## config.mk

```make
export PLATFORM = sky130hd
export DESIGN_NAME = facto_arbiter_flat
export DESIGN_NICKNAME = d
export VERILOG_FILES = /design/src/rtl/facto_arbiter_if.sv /design/src/rtl/facto_arbiter.sv /design/src/flat_wrapper.sv
export SDC_FILE = /design/constraint.sdc
export NUM_CORES = 1
export LEC_CHECK = 0
export ABC_AREA = 0
export CAP_MARGIN = 10
export CORE_UTILIZATION = 45
export DETAILED_ROUTE_END_ITERATION = 8
export PLACE_DENSITY_LB_ADDON = 0.3
export REMOVE_ABC_BUFFERS = 1
export SETUP_SLACK_MARGIN = 0.02
export SYNTH_ARGS = -nofsm -noshare
export SYNTH_HDL_FRONTEND = slang
export SYNTH_SLANG_ARGS = --single-unit
```

## constraint.sdc

```tcl
create_clock -name CLK -period 1.9 [get_ports CLK]
set_input_delay 0.57 -clock CLK [delete_from_list [all_inputs] [get_ports CLK]]
set_output_delay 0.57 -clock CLK [all_outputs]
set_load 0.05 [all_outputs]
```

## src/rtl/facto_arbiter_if.sv

```systemverilog
// Requester-side bundle of the facto arbiter: request/operand inputs, grant
// pulses and the per-requester result handshake.
interface facto_arbiter_if #(
  parameter int NREQ = 4
);
  logic [NREQ-1:0]   req_i;
  logic [NREQ*8-1:0] x_i;
  logic [NREQ-1:0]   gnt_o;
  logic [NREQ-1:0]   rsp_valid_o;
  logic [NREQ-1:0]   rsp_ready_i;
  logic [7:0]        rsp_data_o;
  logic              rsp_err_o;
  logic              busy_o;

  // Requester clients drive requests, operands and result acceptance.
  modport master (
    output req_i, x_i, rsp_ready_i,
    input  gnt_o, rsp_valid_o, rsp_data_o, rsp_err_o, busy_o
  );

  // The arbiter samples requests and returns grants and results.
  modport slave (
    input  req_i, x_i, rsp_ready_i,
    output gnt_o, rsp_valid_o, rsp_data_o, rsp_err_o, busy_o
  );
endinterface

```

## src/rtl/facto_arbiter.sv

```systemverilog
// Round-robin arbiter sharing a single facto unit among NREQ requesters.
// One job in flight at a time; operand is held on fu_x_o for the whole job,
// the result (or a timeout error) is returned to the owner via valid/ready.
module facto_arbiter #(
  parameter int NREQ    = 4,
  parameter int TIMEOUT = 1023,
  parameter int TO_W    = 10
) (
  input  logic       CLK,
  input  logic       RST,
  facto_arbiter_if.slave bus,
  output logic [7:0] fu_x_o,
  output logic       fu_start_o,
  input  logic       fu_done_i,
  input  logic [7:0] fu_fi_i
);

  localparam int PW = (NREQ > 1) ? $clog2(NREQ) : 1;

  typedef enum logic [2:0] {
    IDLE   = 3'd0,
    LAUNCH = 3'd1,
    BLANK  = 3'd2,
    WAIT   = 3'd3,
    RESP   = 3'd4
  } state_t;

  state_t          state_q, state_d;
  logic [PW-1:0]   ptr_q, ptr_d;
  logic [PW-1:0]   owner_q, owner_d;
  logic [TO_W-1:0] cnt_q, cnt_d;
  logic [NREQ-1:0] gnt_q, gnt_d;
  logic [NREQ-1:0] vld_q, vld_d;
  logic [7:0]      data_q, data_d;
  logic [7:0]      x_q, x_d;
  logic            err_q, err_d;
  logic            start_q, start_d;
  logic            busy_q, busy_d;

  logic            found;
  logic [PW-1:0]   win;
  logic [PW-1:0]   idx_p;
  int unsigned     idx;

  // Round-robin pick: first set request scanning upward from ptr+1, wrapping.
  always_comb begin
    found = 1'b0;
    win   = ptr_q;
    idx   = 0;
    idx_p = '0;
    for (int unsigned k = 1; k <= NREQ; k++) begin
      idx   = (int'(ptr_q) + k) % NREQ;
      idx_p = PW'(idx);
      if (!found && bus.req_i[idx_p]) begin
        found = 1'b1;
        win   = idx_p;
      end
    end
  end

  // Next-state and next-output logic; every output is a register.
  always_comb begin
    state_d = state_q;
    ptr_d   = ptr_q;
    owner_d = owner_q;
    cnt_d   = cnt_q;
    gnt_d   = '0;
    vld_d   = vld_q;
    data_d  = data_q;
    x_d     = x_q;
    err_d   = err_q;
    start_d = 1'b0;

    unique case (state_q)
      IDLE: begin
        if (found) begin
          gnt_d   = NREQ'(1) << win;
          x_d     = bus.x_i[int'(win)*8 +: 8];
          owner_d = win;
          ptr_d   = win;
          state_d = LAUNCH;
        end
      end
      LAUNCH: begin
        start_d = 1'b1;
        state_d = BLANK;
      end
      // A Done still high from the previous job is deliberately not looked at here.
      BLANK: begin
        cnt_d   = '0;
        state_d = WAIT;
      end
      WAIT: begin
        cnt_d = cnt_q + 1'b1;
        if (fu_done_i) begin
          data_d  = fu_fi_i;
          err_d   = 1'b0;
          vld_d   = NREQ'(1) << owner_q;
          state_d = RESP;
        end else if (cnt_q == TO_W'(TIMEOUT - 1)) begin
          data_d  = '0;
          err_d   = 1'b1;
          vld_d   = NREQ'(1) << owner_q;
          state_d = RESP;
        end
      end
      RESP: begin
        if (bus.rsp_ready_i[owner_q]) begin
          vld_d   = '0;
          err_d   = 1'b0;
          state_d = IDLE;
        end
      end
      default: begin
        state_d = IDLE;
      end
    endcase

    busy_d = (state_d != IDLE);
  end

  // State and output registers; reset abandons any job in flight.
  always_ff @(posedge CLK or posedge RST) begin
    if (RST) begin
      state_q <= IDLE;
      ptr_q   <= PW'(NREQ - 1);
      owner_q <= '0;
      cnt_q   <= '0;
      gnt_q   <= '0;
      vld_q   <= '0;
      data_q  <= '0;
      x_q     <= '0;
      err_q   <= 1'b0;
      start_q <= 1'b0;
      busy_q  <= 1'b0;
    end else begin
      state_q <= state_d;
      ptr_q   <= ptr_d;
      owner_q <= owner_d;
      cnt_q   <= cnt_d;
      gnt_q   <= gnt_d;
      vld_q   <= vld_d;
      data_q  <= data_d;
      x_q     <= x_d;
      err_q   <= err_d;
      start_q <= start_d;
      busy_q  <= busy_d;
    end
  end

  assign bus.gnt_o       = gnt_q;
  assign bus.rsp_valid_o = vld_q;
  assign bus.rsp_data_o  = data_q;
  assign bus.rsp_err_o   = err_q;
  assign bus.busy_o      = busy_q;
  assign fu_x_o          = x_q;
  assign fu_start_o      = start_q;

endmodule

```

## src/flat_wrapper.sv

```systemverilog
// flat-port wrapper written by rule: the top's interface ports become plain ports
module facto_arbiter_flat 
#(
  parameter int NREQ    = 4,
  parameter int TIMEOUT = 1023,
  parameter int TO_W    = 10
)
  (CLK, RST, fu_x_o, fu_start_o, fu_done_i, fu_fi_i, bus_req_i, bus_x_i, bus_rsp_ready_i, bus_gnt_o, bus_rsp_valid_o, bus_rsp_data_o, bus_rsp_err_o, bus_busy_o);
  facto_arbiter_if #(.NREQ(NREQ)) bus_i ();
  input  logic CLK;
  input  logic RST;
  output logic [7:0] fu_x_o;
  output logic fu_start_o;
  input  logic fu_done_i;
  input  logic [7:0] fu_fi_i;
  input wire logic [$bits(bus_i.req_i)-1:0] bus_req_i;
  input wire logic [$bits(bus_i.x_i)-1:0] bus_x_i;
  input wire logic [$bits(bus_i.rsp_ready_i)-1:0] bus_rsp_ready_i;
  output wire logic [$bits(bus_i.gnt_o)-1:0] bus_gnt_o;
  output wire logic [$bits(bus_i.rsp_valid_o)-1:0] bus_rsp_valid_o;
  output wire logic [$bits(bus_i.rsp_data_o)-1:0] bus_rsp_data_o;
  output wire logic [$bits(bus_i.rsp_err_o)-1:0] bus_rsp_err_o;
  output wire logic [$bits(bus_i.busy_o)-1:0] bus_busy_o;
  assign bus_i.req_i = bus_req_i;
  assign bus_i.x_i = bus_x_i;
  assign bus_i.rsp_ready_i = bus_rsp_ready_i;
  assign bus_gnt_o = bus_i.gnt_o;
  assign bus_rsp_valid_o = bus_i.rsp_valid_o;
  assign bus_rsp_data_o = bus_i.rsp_data_o;
  assign bus_rsp_err_o = bus_i.rsp_err_o;
  assign bus_busy_o = bus_i.busy_o;
  facto_arbiter #(.NREQ(NREQ), .TIMEOUT(TIMEOUT), .TO_W(TO_W)) u_core (.CLK(CLK), .RST(RST), .bus(bus_i), .fu_x_o(fu_x_o), .fu_start_o(fu_start_o), .fu_done_i(fu_done_i), .fu_fi_i(fu_fi_i));
endmodule
```

== After elaboration in Yosys (flattened, before gate mapping) ==
Index checks and enable logic that the tools add are counted.

* Bits in registers: 44
* Input port bits: 51
* Output and inout bits: 27
* Logic and storage cells: 82

* Add/sub/neg operators: 5
* Magnitude comparators: 5
* Eq/ne operators: 7
* Shift-type cells: 3
* Muxes and demuxes: 37
* Reductions and logical operators: 14

{| class="wikitable"
|+ Operator list
! operator !! count
|-
| $shiftx A32 B6 Y8 || 1
|-
| $mux W4 || 5
|-
| $pmux W10 S2 || 1
|-
| $mux W8 || 2
|-
| $lt A2 B3 Y1 const B || 5
|-
| $pmux W3 S5 || 1
|-
| $mux W1 || 13
|-
| $mux W3 || 4
|-
| $add A10 B1 Y10 const B || 1
|-
| $bmux W1 S2 || 5
|-
| $eq A10 B10 Y1 const B || 1
|-
| $mux W2 || 4
|-
| $pmux W4 S2 || 1
|-
| $shl A1 B2 Y4 const A || 2
|-
| $eq A3 B2 Y1 const B || 2
|-
| $reduce_bool A2 Y1 || 3
|-
| $add A2 B1 Y2 const B || 2
|-
| $add A2 B2 Y2 const B || 2
|-
| $reduce_and A2 Y1 || 2
|-
| $eq A3 B1 Y1 const B || 1
|-
| $eq A3 B3 Y1 const B || 1
|-
| $logic_and A1 B1 Y1 || 3
|-
| $logic_not A1 Y1 || 3
|-
| $logic_not A3 Y1 || 1
|-
| other kinds (5) || 5
|}

== Depth between registers and ports, before layout ==
Gate-level depths: netlist (run 1).

* Depth after elaboration: 16
* Depth in mapped cells: 8
* Mapped depth without buffers: 6

== Worst setup path before layout (run 1) ==
OpenSTA, ideal clock, no wires.

* Path kind: in2reg
* Start point: input port bus_req_i[3]
* End point: register u_core.x_q[5] (netlist: u_core.fu_x_o[5])
* Library setup time: 0.133 ns
* Arrival: 1.639 ns
* Setup slack: 0.128 ns
* Stages on the path: 6
* Cell sequence: or2b_2 o21ai_2 a221oi_4 buf_8 mux2i_1 o221ai_2

* Word-level cells in the longest chain between the ends: 13
* Elaborated cells on any way between the ends: 24
* Classes of those cells: shift (1); mux (16); reduce/logical (7)

{| class="wikitable"
|+ Ends and longest elaborated chain
! item !! line !! source
|-
| from (decl) || flat_wrapper.sv:16 || <nowiki>input wire logic [$bits(bus_i.req_i)-1:0] bus_req_i;</nowiki>
|-
| $bmux W1 S2 || facto_arbiter.sv:54 || <nowiki>if (!found && bus.req_i[idx_p]) begin</nowiki>
|-
| $mux W1 (not written as such) || facto_arbiter.sv:54 ||
|-
| $mux W1 || facto_arbiter.sv:54 ||
|-
| $logic_not A1 Y1 || facto_arbiter.sv:54 ||
|-
| $logic_and A1 B1 Y1 || facto_arbiter.sv:54 ||
|-
| $mux W1 || facto_arbiter.sv:54 ||
|-
| $logic_not A1 Y1 || facto_arbiter.sv:54 ||
|-
| $logic_and A1 B1 Y1 || facto_arbiter.sv:54 ||
|-
| $mux W1 || facto_arbiter.sv:54 ||
|-
| $logic_not A1 Y1 || facto_arbiter.sv:54 ||
|-
| $logic_and A1 B1 Y1 || facto_arbiter.sv:54 ||
|-
| $mux W2 or $mux W1 (tied branches) || facto_arbiter.sv:54 ||
|-
| $shiftx A32 B6 Y8 or $reduce_and A2 Y1 (tied branches) || n/a ||
|-
| to (signal assigned) || facto_arbiter.sv:132 || <nowiki>x_q <= '0;</nowiki>
|-
| to (signal assigned) || facto_arbiter.sv:144 || <nowiki>x_q <= x_d;</nowiki>
|-
| to (decl) || facto_arbiter.sv:35 || <nowiki>logic [7:0] x_q, x_d;</nowiki>
|}

Parallel ways exist; a longest one is shown, timed or not. The select of a mux whose other input is x is not followed.
A chain may end at the register's enable or synchronous reset.

== Worst setup path after layout (run 1) ==
* Start point: register u_core.ptr_q[0]
* End point: register u_core.x_q[5] (netlist: u_core.fu_x_o[5])

* Word-level cells in the longest chain between the ends: 14
* Elaborated cells on any way between the ends: 28
* Classes of those cells: add/sub (4); shift (1); mux (16); reduce/logical (7)

{| class="wikitable"
|+ Ends and longest elaborated chain
! item !! line !! source
|-
| from (decl) || facto_arbiter.sv:29 || <nowiki>logic [PW-1:0] ptr_q, ptr_d;</nowiki>
|-
| from (signal assigned) || facto_arbiter.sv:126 || <nowiki>ptr_q <= PW'(NREQ - 1);</nowiki>
|-
| from (signal assigned) || facto_arbiter.sv:138 || <nowiki>ptr_q <= ptr_d;</nowiki>
|-
| $add A2 B1 Y2 || facto_arbiter.sv:52 || <nowiki>idx = (int'(ptr_q) + k) % NREQ;</nowiki>
|-
| $bmux W1 S2 || facto_arbiter.sv:54 ||
|-
| $mux W1 (not written as such) || facto_arbiter.sv:54 ||
|-
| $mux W1 || facto_arbiter.sv:54 ||
|-
| $logic_not A1 Y1 || facto_arbiter.sv:54 ||
|-
| $logic_and A1 B1 Y1 || facto_arbiter.sv:54 ||
|-
| $mux W1 || facto_arbiter.sv:54 ||
|-
| $logic_not A1 Y1 || facto_arbiter.sv:54 ||
|-
| $logic_and A1 B1 Y1 || facto_arbiter.sv:54 ||
|-
| $mux W1 || facto_arbiter.sv:54 ||
|-
| $logic_not A1 Y1 || facto_arbiter.sv:54 ||
|-
| $logic_and A1 B1 Y1 || facto_arbiter.sv:54 ||
|-
| $mux W2 or $mux W1 (tied branches) || facto_arbiter.sv:54 ||
|-
| $shiftx A32 B6 Y8 or $reduce_and A2 Y1 (tied branches) || n/a ||
|}

Parallel ways exist; a longest one is shown, timed or not. The select of a mux whose other input is x is not followed.

==> results of run 1 <==
[layer usage]
layer	track usage	wire length [um]
met1	0.282	2410
met2	0.399	2940
met3	0.0456	262
met4	0.0893	73
met5	0	0
[cells by family after synthesis]
group / share of synthesized area
and+or+nand+nor: 0.169
muxes: 0.0944
DFF: 0.487
buffers and inverters: 0.0436
adders and majority gates: 0.0110
AOI/OAI and AO/OA: 0.195
[worst min-delay path, stage by stage (launching register included)]
cell	delay, ps
dfrtp_1	360
nand2_1	60
o221ai_2	50
[where the power goes]
group / total (uW) / internal (uW) / switching [uW]
Sequential: 1590 / 1300 / 292
Clock: 573 / 257 / 316
Combinational: 3330 / 1440 / 1880
Total: 5490 / 3000 / 2490
[final cells by class]
| cell class | count | area share |
|---|---|---|
| Inverter | 3 | 0.00328 |
| Sequential cell | 44 | 0.321 |
| Clock inverter | 2 | 0.00364 |
| Timing Repair Buffer | 101 | 0.281 |
| Multi-Input combinational cell | 143 | 0.345 |
| Tap cell | 67 | 0.0244 |
| Clock buffer | 6 | 0.0211 |
[cell usage after synthesis, types with 2 or more instances]
cell,number
buf_6,3
dfstp_2,2
nand2_1,26
or4_1,3
or2b_2,3
nor4_1,2
nor2_1,6
buf_2,4
a22o_1,15
dfrtp_1,42
o21ai_0,7
a21o_1,5
ha_1,2
nand3_1,11
inv_1,3
nor3_1,4
o221ai_2,8
o21a_1,2
nand2b_1,4
mux2i_1,18
nor2b_1,2
and3_1,3
clkbuf_1,2
a21oi_1,2
o21ai_1,4
[state kept, by name, summed over array words and instances (netlist names), 2 cells and up]
name                    count
u_core.bus.gnt_o            4
u_core.bus.rsp_data_o       8
u_core.bus.rsp_valid_o      4
u_core.cnt_q               10
u_core.fu_x_o               8
u_core.owner_q              2
u_core.ptr_q                2
u_core.state_q              3
[per-stage QoR]
step / worst slack, ps / util / hold slack, ps / setup TNS [ps] / std cells
after global routing: 57.0 / 0.718 / 531 / 0 / 366
after CTS: 27.9 / 0.712 / 503 / 0 / 368
after global placement: -843 / 0.656 / 479 / -12280 / 352
final: 118 / 0.718 / 505 / 0 / 366
after floorplan: -257 / - / 491 / -2120 / 190
after detailed placement: -940 / 0.656 / 473 / -13440 / 352
[final timing paths]
check,start,end,depth (start not counted)
setup reg to reg,u_core.ptr_q[0],u_core.fu_x_o[5],7
max in group asynchronous,RST,u_core.ptr_q[0],3
setup / recovery,u_core.ptr_q[0],u_core.fu_x_o[5],7
hold reg to reg,u_core.fu_x_o[3],u_core.fu_x_o[3],2
min in group asynchronous,RST,u_core.bus.rsp_data_o[1],3
hold / removal,u_core.fu_x_o[3],u_core.fu_x_o[3],2
[timing repair]
item                       4_1_cts  5_1_grt
pin swaps                        4        2
setup endpoints to repair       16        8
gates cloned                     2        0
gates resized for setup         15       20
setup buffers                    6        0
[layout by cell type (no fill, tap or decap), types with 3 or more instances in the layout]
| cell | count |
|---|---|
| nor3_1 | 4 |
| dfrtp_1 | 42 |
| o21ai_1 | 4 |
| buf_12 | 6 |
| or2b_4 | 3 |
| mux2i_1 | 6 |
| nand2_1 | 26 |
| clkdlybuf4s50_1 | 46 |
| clkbuf_8 | 5 |
| buf_4 | 44 |
| mux2i_2 | 7 |
| or4_1 | 3 |
| and3_1 | 3 |
| nand2b_1 | 4 |
| nor2_1 | 6 |
| o221ai_2 | 8 |
| a22o_1 | 15 |
| mux2i_4 | 5 |
| o21ai_0 | 7 |
| nand3_1 | 11 |
| a21o_1 | 5 |
==> metrics.yaml, run 1 <==
finalCritPeriodShare: 0.938
grt_pass1_vias: 2105
drv_cap: 0
status: "complete, no violations"
routed_wl_um: 5690
crit_fanout: 8
via_per_inst: 5.27
worstPathArrival_ps: 1970
synth_edf_count: 0
cp_top_family: "flip-flops"
rows: 25
crit_top_cell: "buf_12"
power_density_nw_per_um2: 1600
worstPathRequired_ps: 2080
clk_latency_ps: 300
cpPeakStageDelay_ps: 550
gp_congestion: 0.749
ys.flop_type: "dfrtp_1"
fillers: 362
seq_area_sq_um: 1100
cts_max_level: 2
synth_cell_type_count: 44
hold_buffers: 0
cts_tree: "built"
period_needed_ps: 1780
vias: 1928
max_freq_mhz: 561
critPathKind: "register to register"
core_area_sq_um: 4790
slew_headroom: 0.759
synth_seq_cells: 44
clk_pin_slew_worst_paths_ps: 90
dp_hpwl_um: 3870
grt_pass1_wl_um: 9340
power_uw: 5490
antenna_found_initial: 0
post_dp_cell_area_sq_um: 3140
yosysTopAreaCell: "dfrtp_1"
async_flop_share: 1.00
finClkSkew_ps: 11.5
clock_sinks: 44
grt_setup_unrepaired: "false"
drive_gt1_frac: 0.318
start_util: 0.474
setup_viol: 0
p_leak_uw: 0.00156
hold_class: "register to register"
finalHoldViolations: 0
multiInputGateArea_sq_um: 1190
nNetsFinal: 351
diodes: 0
numCtsBuffers: 5
worstMarginPinSlew_ps: 359
drt-wirelength-per-cell_um: 15.5
die_y_um: 73.0
vdd.ir_drop.worst_mv: 0.882
port-buffer-count: 77
drt-initial-drc-count: 141
cts_buffer_depth: 2
grt_max_degree: 45
critPathSlowestCell: "dfstp_2"
ys_seq_area_frac: 0.487
crit_buf_inv: 2
track_usage: 0.230
syn_area_sq_um: 2270
design_area_sq_um: 3440
route.detailed.drc: 0
areaGrowthSynthToFinish_pct: 51.7
die_w_um: 73.0
synth_top_area_frac: 0.464
drt-pass1-iter-count: 4
clockRootBuffer: "clkbuf_8"
synth.area.top_cells: "dfrtp_1 46%, mux2i_1 7.9%, a22o_1 5.8%"
syn_area_per_cell_sq_um: 11.2
syn_inst: 202
r2r_setup_slack_ps: 120
die_area_sq_um: 5330
ioPinCount: 78
crit_path_end_kind: "register"
overflow: 0
timing.final.max_slew_violations: 0
antenna_left: 0
critPathLaunchType: "register"
synth_warnings: 0
path_cells: "or2b_4 -> o21ai_4 -> a221oi_4 -> buf_12 -> buf_12 -> mux2i_2 -> o221ai_2"
Power figures use the tool's default switching activity.
==> run 2, diff against run 1 <==
--- a/config.mk
+++ b/config.mk
@@ -8,6 +8,6 @@
 export ABC_AREA = 0
-export CAP_MARGIN = 10
+export CAP_MARGIN = 40
 export CORE_UTILIZATION = 45
 export DETAILED_ROUTE_END_ITERATION = 8
-export PLACE_DENSITY_LB_ADDON = 0.3
+export PLACE_DENSITY = 0.78
 export REMOVE_ABC_BUFFERS = 1
==> constraint.sdc (replaced) <==
create_clock -name CLK -period 1.9 [get_ports CLK]
set_input_delay 0.19 -clock CLK [delete_from_list [all_inputs] [get_ports CLK]]
set_output_delay 0.19 -clock CLK [all_outputs]
set_load 0.05 [all_outputs]
==> run 2 against run 1 <==
- sequential cell count unchanged
- sequential power about the same
- total power down 5.1%
- combinational power down 7.2%
- core utilization down 2.1 points
- sequential share of layout area up 0.99 points
- first-iteration DRC count down 34%
==> metrics.yaml, run 2 (synthesis gave the netlist of run 1 again) <==
status: "complete, no violations"
fillers: 384  # +6.1%
cpPeakStageDelay_ps: 550  # about the same
die_y_um: 73.0  # unchanged
worstMarginPinSlew_ps: 531  # +172 ps
finClkSkew_ps: 3.65  # -7.82 ps
cts_tree: "built"
period_needed_ps: 1830  # +42.8 ps
drt-pass1-iter-count: 4  # unchanged
cts_buffer_depth: 2  # unchanged
track_usage: 0.213  # -0.0175
antenna_found_initial: 0  # unchanged
core_area_sq_um: 4790  # unchanged
clk_pin_slew_worst_paths_ps: 80  # about the same
power_density_nw_per_um2: 1560  # -2.2%
crit_fanout: 9  # +1
drt-initial-drc-count: 93  # -34%
routed_wl_um: 5300  # -6.9%
vias: 1928  # unchanged
grt_max_degree: 45  # unchanged
finalSetupTns_ps: 0  # unchanged
hold_class: "input port to async pin"
layout_commonest_cell: "clkdlybuf4s50_1"
route.detailed.drc: 0  # unchanged
seq_area_sq_um: 1100  # unchanged
hold_buffers: 0  # unchanged
drive_gt1_frac: 0.172  # -0.145
critPathKind: "register to register"
setup_viol: 0  # unchanged
rows: 25  # unchanged
dp_hpwl_um: 3880  # +0.30%
slew_headroom: 0.645  # -0.114
grt_pass1_vias: 1856  # -12%
clockRootBuffer: "clkbuf_8"
overflow: 0  # unchanged
diodes: 0  # unchanged
crit_path_end_kind: "register"
finalCritPeriodShare: 0.961  # +0.0225
port-buffer-count: 77  # unchanged
clk_latency_ps: 290  # about the same
grt_pass1_wl_um: 8590  # -8.0%
start_util: 0.474  # unchanged
layout.cells.non_filler: 363  # -0.82%
r2r-start: "u_core.ptr_q[0]"
top_register: "u_core.cnt_q"
timing.final.max_slew_violations: 0  # unchanged
areaGrowthSynthToFinish_pct: 47.1
gp_congestion: 0.851  # +14%
clock_sinks: 44  # unchanged
vdd.ir_drop.worst_mv: 0.966  # +9.4%
nNetsFinal: 349  # -0.57%
die_area_sq_um: 5330  # unchanged
cts_max_level: 2  # unchanged
largest_reg_flops: 10  # unchanged
die_w_um: 73.0  # unchanged
ioPinCount: 78  # unchanged
critPathSlowestCell: "dfstp_2"
antenna_left: 0  # unchanged
multiInputGateArea_sq_um: 1070  # -10%
finalHoldViolations: 0  # unchanged
worstPathRequired_ps: 2070  # about the same
power_uw: 5210  # -5.1%
numCtsBuffers: 5  # unchanged
worstPathArrival_ps: 2000  # +30 ps
p_leak_uw: 0.00150  # -4.1%
max_freq_mhz: 548  # -2.3%
drv_cap: 0  # unchanged
dp_cells: 352  # unchanged
path_cells: "or2b_2 -> o21ai_2 -> a221oi_4 -> buf_4 -> buf_12 -> mux2i_1 -> o221ai_2"
critPathLaunchType: "register"
cp-startpoint: "u_core.ptr_q[0]"
drt-wirelength-per-cell_um: 14.6  # -6.1%
via_per_inst: 5.31  # +0.83%
mostFrequentLayoutCells: "77 x clkdlybuf4s50_1, 42 x dfrtp_1, 26 x nand2_1, 18 x buf_4, 17 x mux2i_1"
run 2: changes by cell type in the layout (fill, tap and decap cells not counted), sizes merged:
cell / before / now
clkdlybuf4s50: 46 / 77
buf: 51 / 21
clkdlybuf4s15: 1 / 0
dlygate4sd2: 1 / 0
clkinvlp: 1 / 0
clkbuf: 8 / 7
run 2: final cells by class:
cell class	count	share of cell area
tap	67	0.0251
sequential	44	0.331
inverter	3	0.00338
timing repair buffer	99	0.297
clock buffer	6	0.0218
clock inverter	1	0.00150
multi-input combinational	143	0.320
run 2: per-layer routing:
| metal | track usage | wire [um] |
|---|---|---|
| met5 | 0 | 0 |
| met4 | 0.0719 | 61 |
| met3 | 0.0829 | 439 |
| met1 | 0.252 | 2220 |
| met2 | 0.353 | 2570 |
run 2: what timing repair did:
item	in CTS	in global routing
pin swaps	1	1
cloned	0	1
resized for setup	0	2
endpoints found under the setup margin	7	7
buffers inserted	2	1
run 2: path summary, 6_finish.rpt:
check,cells after the start,slack [ps],endpoint
worst max-delay path,7,70,u_core.fu_x_o[2]
worst min-delay path,3,230,u_core.cnt_q[8]
worst max register to register,7,70,u_core.fu_x_o[2]
worst min register to register,2,500,u_core.fu_x_o[0]
max in group asynchronous,3,1400,u_core.ptr_q[0]
min in group CLK,2,500,u_core.fu_x_o[0]
run 2: where the power goes:
| part | internal (uW) | switching [uW] |
|---|---|---|
| sequential | 1290 | 275 |
| combinational | 1310 | 1780 |
| clock | 250 | 302 |
| total | 2860 | 2350 |
run 2: worst max-delay path: cells and delay by family (launching register included):
| kind | cells | cell delay [ps] |
|---|---|---|
| multiplexers | 1 | 260 |
| flip-flops | 1 | 550 |
| AO/OA/AOI/OAI | 3 | 400 |
| AND/OR/NAND/NOR | 1 | 140 |
| buffers and inverters | 2 | 350 |
run 2: through the flow:
step	hold WS, ps	area [sq um]	util	worst slack (ps)
4_1_cts	243	3290	0.688	40.9
2_1_floorplan	285	2180	-	-198
6_report	231	3340	0.697	74.8
5_1_grt	252	3340	0.697	-0.259
3_5_place_dp	476	3200	0.669	-231
3_3_place_gp	480	3190	0.666	-526
==> run 3, diff against run 2 <==
GPL_ROUTABILITY_DRIVEN = 0   (was default)
SKIP_CTS_REPAIR_TIMING = 1   (was default)
==> run 3 against run 2 <==
- combinational power hardly changed
- final cell count up 0.28%
- sequential power about the same
- count of clock-buffer cells in the layout stayed put
- critical path depth unchanged
- sequential cell count is the same
- routed wire length rose by 0.34%
- total power up 0.51%
- register-to-register slack hardly changed
- core utilization is 0.24 points higher
- via count is 0.10% lower
- critical path type unchanged
- critical endpoint unchanged
- largest cell class unchanged
==> metrics.yaml, run 3 (synthesis gave the netlist of run 1 again) <==
status: "complete, no violations"
cts_tree: "built"
drt-pass1-iter-count: 4  # unchanged
drv_cap: 0  # unchanged
antenna_left: 0  # unchanged
drt-initial-drc-count: 98  # +5.4%
nNetsFinal: 350  # +0.29%
core_area_sq_um: 4790  # unchanged
power_density_nw_per_um2: 1560  # +0.17%
dp_hpwl_um: 3880  # unchanged
setup_viol: 0  # unchanged
power_uw: 5240  # +0.51%
fillers: 384  # unchanged
diodes: 0  # unchanged
die_area_sq_um: 5330  # unchanged
antenna_found_initial: 0  # unchanged
largest_reg_flops: 10  # unchanged
cts_buffer_depth: 2  # unchanged
critPathKind: "register to register"
max_freq_mhz: 546  # -0.27%
vias: 1926  # -0.10%
clk_latency_ps: 290  # about the same
crit_fanout: 9  # unchanged
drt-wirelength-per-cell_um: 14.6  # about the same
top_register: "u_core.cnt_q"
clock_sinks: 44  # unchanged
start_util: 0.474  # unchanged
areaGrowthSynthToFinish_pct: 47.6
worstMarginPinSlew_ps: 532  # +0.479 ps
grt_pass1_vias: 1852  # -0.22%
crit_path_end_kind: "register"
clockRootBuffer: "clkbuf_8"
routed_wl_um: 5320  # +0.34%
worstPathArrival_ps: 2000  # about the same
die_y_um: 73.0  # unchanged
rows: 25  # unchanged
drive_gt1_frac: 0.175  # +0.00279
worstPathRequired_ps: 2070  # about the same
grt_max_degree: 45  # unchanged
layout_setup_ws_ps: 69.9  # -4.90 ps
track_usage: 0.213  # unchanged
timing.final.max_slew_violations: 0  # unchanged
hold_class: "input port to async pin"
finClkSkew_ps: 3.54  # -0.104 ps
vdd.ir_drop.worst_mv: 0.966  # about the same
overflow: 0  # unchanged
period_needed_ps: 1830  # +4.90 ps
finalCritPeriodShare: 0.963  # +0.00258
port-buffer-count: 77  # unchanged
slew_headroom: 0.644  # about the same
numCtsBuffers: 5  # unchanged
route.detailed.drc: 0  # unchanged
die_w_um: 73.0  # unchanged
grt_pass1_wl_um: 8590  # unchanged
via_per_inst: 5.29  # -0.38%
post_dp_cell_area_sq_um: 3200  # unchanged
layout_commonest_cell: "clkdlybuf4s50_1"
p_leak_uw: 0.00150  # +0.40%
pre_cts_ws_ps: -231  # unchanged
cts_max_level: 2  # unchanged
hold_slack_ps: 231  # -0.0150 ps
mostFrequentLayoutCells: "77 x clkdlybuf4s50_1, 42 x dfrtp_1, 26 x nand2_1, 18 x buf_4, 17 x mux2i_1"
critPathLaunchType: "register"
design_area_sq_um: 3350  # +0.34%
ioPinCount: 78  # unchanged
finalHoldViolations: 0  # unchanged
clk_pin_slew_worst_paths_ps: 80  # about the same
==> run 3: final timing paths <==
kind / end / cells past startpoint / startpoint / slack [ps]
hold reg to reg: u_core.fu_x_o[0] / 2 / u_core.fu_x_o[0] / 500
setup reg to reg: u_core.fu_x_o[2] / 7 / u_core.ptr_q[0] / 70
min in group CLK: u_core.fu_x_o[0] / 2 / u_core.fu_x_o[0] / 500
setup / recovery: u_core.fu_x_o[2] / 7 / u_core.ptr_q[0] / 70
hold / removal: u_core.cnt_q[8] / 3 / RST / 230
max in group asynchronous: u_core.ptr_q[0] / 3 / RST / 1400
==> run 3: report_power, final <==
part	total (uW)	internal [uW]	switching, uW
Sequential	1570	1290	275
Clock	552	250	302
Combinational	3120	1330	1780
Total	5240	2880	2360
==> run 3: layout make-up <==
type | instances | area (sq um) | share of cell area
inverters | 3 | 11.3 | 0.00336
clock buffers | 6 | 72.6 | 0.0217
clock inverters | 1 | 5.00 | 0.00150
flip-flops and latches | 44 | 1100 | 0.330
well taps | 67 | 83.8 | 0.0250
multi-input cells | 143 | 1070 | 0.319
repair buffers | 100 | 1000 | 0.299
==> run 3: metrics by stage <==
step                TNS [ps]  utilization  std cells
global route           -5.78        0.699        364
finish                     0        0.699        364
floorplan              -1580            -        190
CTS                    -45.1        0.685        359
global placement       -5830        0.666        351
detailed placement     -1810        0.669        352
==> run 3: critical path, cell delays in order (launching register included) <==
cell	delay, ps
dfstp_2	550
or2b_2	140
o21ai_2	70
a221oi_4	250
buf_6	170
buf_12	140
mux2i_1	260
o221ai_2	130
==> run 3: per-layer routing <==
metal,global-route usage,vias to the layer above,share of wire
li1,-,939,-
met4,0.0719,0,0.011
met3,0.0829,6,0.083
met5,0,-,0
met2,0.353,71,0.49
met1,0.252,910,0.42
